===== config.mk =====
export PLATFORM = sky130hd
export DESIGN_NAME = serial_sub7
export DESIGN_NICKNAME = d
export VERILOG_FILES = /design/src/rtl/serial_sub7.sv
export SDC_FILE = /design/constraint.sdc
export NUM_CORES = 1
export LEC_CHECK = 0
export ABC_AREA = 1
export CAP_MARGIN = 40
export CORE_MARGIN = 2
export CORE_UTILIZATION = 55
export DETAILED_ROUTE_END_ITERATION = 16
export PLACE_DENSITY = 0.88
export SETUP_SLACK_MARGIN = 0.02
export SLEW_MARGIN = 20
export SYNTH_ARGS = -nofsm -noshare
export SYNTH_HDL_FRONTEND = slang
export SYNTH_SLANG_ARGS = --single-unit
export TNS_END_PERCENT = 10

===== constraint.sdc =====
create_clock -name clk -period 2.8 [get_ports clk]
set_clock_uncertainty 0.05 [all_clocks]
set_input_delay 0.56 -clock clk [delete_from_list [all_inputs] [get_ports clk]]
set_output_delay 0.56 -clock clk [all_outputs]
set_load 0.005 [all_outputs]

===== src/rtl/serial_sub7.sv =====
// serial_sub7: bit-serial 7-bit subtractor, d = a - b mod 128.
// One full-adder slice processes one bit per clock (b inverted, carry preset to 1).
// Optional macro SERIAL_SUB7_OVF_EN adds the signed-overflow output ovf.
//
// Handshake timing: start is accepted in IDLE at edge E0. Bits 0..6 are
// processed on E1..E7, and the result is written on E7. done is high for the
// single DONE cycle between E7 and E8, after which the block returns to IDLE.
module serial_sub7 (
    input  logic       clk,
    input  logic       reset_n,
    input  logic       start,
    input  logic [6:0] a,
    input  logic [6:0] b,
    output logic       busy,
    output logic       done,
    output logic [6:0] d,
`ifdef SERIAL_SUB7_OVF_EN
    output logic       ovf,
`endif
    output logic       borrow
);

    typedef enum logic [1:0] {
        StIdle,
        StRun,
        StDone
    } state_e;

    state_e     state_q, state_d;
    logic [6:0] a_sr_q, a_sr_d;
    logic [6:0] b_sr_q, b_sr_d;
    logic [6:0] d_sr_q, d_sr_d;
    logic [2:0] cnt_q, cnt_d;
    logic       carry_q, carry_d;
    logic [6:0] d_q, d_d;
    logic       borrow_q, borrow_d;
`ifdef SERIAL_SUB7_OVF_EN
    logic       a6_q, a6_d;
    logic       b6_q, b6_d;
    logic       ovf_q, ovf_d;
`endif

    // Single full-adder slice operating on the current LSBs.
    logic nb0;
    logic sum_bit;
    logic carry_out;

    // Full-adder slice: a + ~b with the running carry.
    always_comb begin
        nb0       = ~b_sr_q[0];
        sum_bit   = a_sr_q[0] ^ nb0 ^ carry_q;
        carry_out = (a_sr_q[0] & nb0) | (carry_q & (a_sr_q[0] ^ nb0));
    end

    // Next-state and datapath update; every register holds by default.
    always_comb begin
        state_d  = state_q;
        a_sr_d   = a_sr_q;
        b_sr_d   = b_sr_q;
        d_sr_d   = d_sr_q;
        cnt_d    = cnt_q;
        carry_d  = carry_q;
        d_d      = d_q;
        borrow_d = borrow_q;
`ifdef SERIAL_SUB7_OVF_EN
        a6_d     = a6_q;
        b6_d     = b6_q;
        ovf_d    = ovf_q;
`endif
        unique case (state_q)
            StIdle: begin
                if (start) begin
                    a_sr_d  = a;
                    b_sr_d  = b;
                    carry_d = 1'b1;
                    cnt_d   = 3'd0;
`ifdef SERIAL_SUB7_OVF_EN
                    a6_d    = a[6];
                    b6_d    = b[6];
`endif
                    state_d = StRun;
                end
            end
            StRun: begin
                d_sr_d  = {sum_bit, d_sr_q[6:1]};
                a_sr_d  = {1'b0, a_sr_q[6:1]};
                b_sr_d  = {1'b0, b_sr_q[6:1]};
                carry_d = carry_out;
                cnt_d   = cnt_q + 3'd1;
                if (cnt_q == 3'd6) begin
                    // Last bit: publish the result on this same edge.
                    d_d      = {sum_bit, d_sr_q[6:1]};
                    borrow_d = ~carry_out;
`ifdef SERIAL_SUB7_OVF_EN
                    ovf_d    = (a6_q != b6_q) & (sum_bit != a6_q);
`endif
                    state_d  = StDone;
                end
            end
            StDone: begin
                state_d = StIdle;
            end
            default: begin
                state_d = StIdle;
            end
        endcase
    end

    // State and datapath registers with asynchronous active-low reset.
    always_ff @(posedge clk or negedge reset_n) begin
        if (!reset_n) begin
            state_q  <= StIdle;
            a_sr_q   <= 7'd0;
            b_sr_q   <= 7'd0;
            d_sr_q   <= 7'd0;
            cnt_q    <= 3'd0;
            carry_q  <= 1'b0;
            d_q      <= 7'd0;
            borrow_q <= 1'b0;
`ifdef SERIAL_SUB7_OVF_EN
            a6_q     <= 1'b0;
            b6_q     <= 1'b0;
            ovf_q    <= 1'b0;
`endif
        end else begin
            state_q  <= state_d;
            a_sr_q   <= a_sr_d;
            b_sr_q   <= b_sr_d;
            d_sr_q   <= d_sr_d;
            cnt_q    <= cnt_d;
            carry_q  <= carry_d;
            d_q      <= d_d;
            borrow_q <= borrow_d;
`ifdef SERIAL_SUB7_OVF_EN
            a6_q     <= a6_d;
            b6_q     <= b6_d;
            ovf_q    <= ovf_d;
`endif
        end
    end

    // Handshake outputs decode directly from the state register.
    always_comb begin
        busy   = (state_q == StRun);
        done   = (state_q == StDone);
        d      = d_q;
        borrow = borrow_q;
`ifdef SERIAL_SUB7_OVF_EN
        ovf    = ovf_q;
`endif
    end

endmodule


==> flow_summary.json <==
{
  "utilization": 0.7016,
  "synth_largest_area_cell": "dfrtp_1",
  "first_global_vias": 1154,
  "critPathKind": "reg2out",
  "cap_viol_max_count": 0,
  "worst_pin_slew_ns": 0.4174,
  "cellLeakagePower_nw": 1.043,
  "critPathCaptureType": "primary output",
  "tns_ns": 0,
  "synth_cells": 198,
  "hp-class": "reg2reg",
  "place_ws_ns": 0.9987,
  "slew_viol_final": 0,
  "fmax_mhz": 458.1,
  "clkLatencyLatePin_ns": 0.33,
  "rr_startpoint": "state_q[1]",
  "irDropWorstVdd_uv": 494.3,
  "rsz0062_at_grt": "no",
  "cts.reportedPaths.clkPinSlew_ns": 0.10,
  "slew_headroom": 0.7207,
  "antenna_found_initial": 0,
  "place_inst": 249,
  "r2r-end": "a_sr_q[5]",
  "syn_area_sq_um": 1655,
  "cts_buffer_depth": 2,
  "ios": 27,
  "start_util": 0.5901,
  "post_synth.cell_area_avg_sq_um": 8.360,
  "violations": "design-rule violations",
  "postCtsHoldBufs": 0,
  "setup_ws_ns": 0.6173,
  "synth_ff_type": "dfrtp_1",
  "instances_no_fill": 257,
  "worstPathRequired_ns": 2.19,
  "nets": 245,
  "fp.dieArea_sq_um": 3465,
  "yosys.cell_types.count": 17,
  "yosys-top-cells-count": "nand2_1, inv_1, dfrtp_1",
  "synth_seq_area_share": 0.5140,
  "grt_max_degree": 35,
  "status": "finished, violations left",
  "grt_overflow": 0,
  "num_rows": 19,
  "period_share": 0.7796,
  "critical_path.max_stage_delay_ns": 0.51,
  "cts-root-buf": "clkbuf_4",
  "dr_total_vias": 1276,
  "critPathSlowestCell": "clkdlybuf4s50_1",
  "syn_to_final_growth_pct": 18.90,
  "synth.top_cell.area_share": 0.5140,
  "finalSetupViolCount": 0,
  "post-route-drc-count": 2,
  "viasPerCell": 4.965,
  "drive_gt1_frac": 0.1106,
  "min_period_ns": 2.183,
  "pwr_density_cell_nw_per_um2": 1032,
  "cp_top_family": "buffers and inverters",
  "reg2reg_depth": 5,
  "syn_nets": 218,
  "cts_sinks": 34,
  "ys_warn_count": 0,
  "drtIter0Drc": 42,
  "worstHoldStart": "d_sr_q[2]",
  "cp-start-kind": "register",
  "numPortBuffers": 26,
  "cts_tree": "done",
  "min_path_cells": 2,
  "wl_per_cell_microns": 11.79,
  "htreeDepth": 2,
  "r2r_setup_slack_ns": 1.26,
  "whs_endpoint": "d_sr_q[2]",
  "cp_num_cells": 3,
  "crit_path_cell_trace": "buf_4 > nor2_1 > clkdlybuf4s50_1",
  "synth_area_leaders": "dfrtp_1, nand2_1, inv_1",
  "die_x_microns": 58.86,
  "die_y_microns": 58.86,
  "ys_ff_latch": 34,
  "wl_microns": 3030,
  "cts_buffers": 5,
  "crit_buf_inv": 2,
  "synth_edf_count": 0,
  "yosysMostFrequentCell": "nand2_1",
  "cts_resized": 0,
  "arrival_ns": 1.57,
  "worstPathMaxFanout": 15,
  "core_sq_um": 2805,
  "gr-usage-all-layers": 0.1990,
  "diodes": 0,
  "synthArstFlopShare": 1.000,
  "holdWs_ns": 0.4420,
  "place.gp.congestion": 0.8050,
  "post_cts_buffers": 0,
  "hpwl_microns": 2090,
  "drtPass1Iterations": 10,
  "grt_pass1_wl_microns": 4988,
  "hold_violations": 0,
  "ant_nets": 0
}
[power breakdown]
| part | internal, mW | switching, mW | total, mW |
|---|---|---|---|
| sequential | 0.717 | 0.130 | 0.847 |
| combinational | 0.385 | 0.519 | 0.904 |
| clock | 0.122 | 0.159 | 0.281 |
| total | 1.22 | 0.808 | 2.03 |
[state kept, by name, summed over array words and instances (netlist names)]
| register | cells |
|---|---|
| state_q | 2 |
| carry_q | 1 |
| cnt_q | 3 |
| b_sr_q | 7 |
| d_sr_q | 6 |
| d | 7 |
| a_sr_q | 7 |
| borrow | 1 |
[metal layers]
metal / track usage / up-vias / wire length (microns)
li1: - / 656 / -
met1: 0.2544 / 589 / 1408
met2: 0.3048 / 22 / 1420
met3: 0.07033 / 9 / 137
met4: 0.09091 / 0 / 64
met5: 0 / - / 0
[tightest hold or removal path, delay by kind of cell, from the launching register on]
| family | cells | cell delay, ns |
|---|---|---|
| flops | 1 | 0.36 |
| compound gates | 1 | 0.06 |
| simple gates | 1 | 0.05 |
[cell type report]
| cell class | instances | area, sq um |
|---|---|---|
| Clock inverter | 1 | 5.005 |
| Sequential cell | 34 | 850.8 |
| Multi-Input combinational cell | 118 | 600.6 |
| Clock buffer | 7 | 55.05 |
| Tap cell | 31 | 38.79 |
| Inverter | 38 | 142.6 |
| Fill cell | 215 | 837.1 |
| Timing Repair Buffer | 28 | 275.3 |
[layout by cell type, fill, tap and decap left out, drive strengths merged]
| cell | n |
|---|---|
| nand2 | 64 |
| fa | 1 |
| clkdlybuf4s50 | 26 |
| nand3 | 25 |
| inv | 38 |
| clkinv | 1 |
| buf | 2 |
| clkbuf | 7 |
| nor2 | 6 |
| dfrtp | 34 |
| o21ai | 20 |
| ha | 2 |
[cell families after synthesis]
kind of cell | after synthesis | synth area share
AND/OR/NAND/NOR | 95 | 0.2525
buffers and inverters | 46 | 0.1232
flip-flops | 34 | 0.5140
AO/OA/AOI/OAI | 20 | 0.08315
adder cells (fa/ha/maj) | 3 | 0.02721
[worst max path at each step]
stage          startpoint  endpoint  slack (ns)
2_1_floorplan  state_q[1]      done        1.39
3_3_place_gp   state_q[0]      done        1.00
3_5_place_dp   state_q[0]      done         1.0
4_1_cts        state_q[0]      done        0.62
5_1_grt        state_q[0]      done        0.53
6_report       state_q[0]      done        0.62
[stage by stage]
stage	area, sq um	power (mW)
2_1_floorplan	1655	1.500
3_3_place_gp	1908	1.719
3_5_place_dp	1908	1.758
4_1_cts	1968	2.047
5_1_grt	1968	2.221
6_report	1968	2.032
Note: power is estimated with default switching activity, not from simulation.
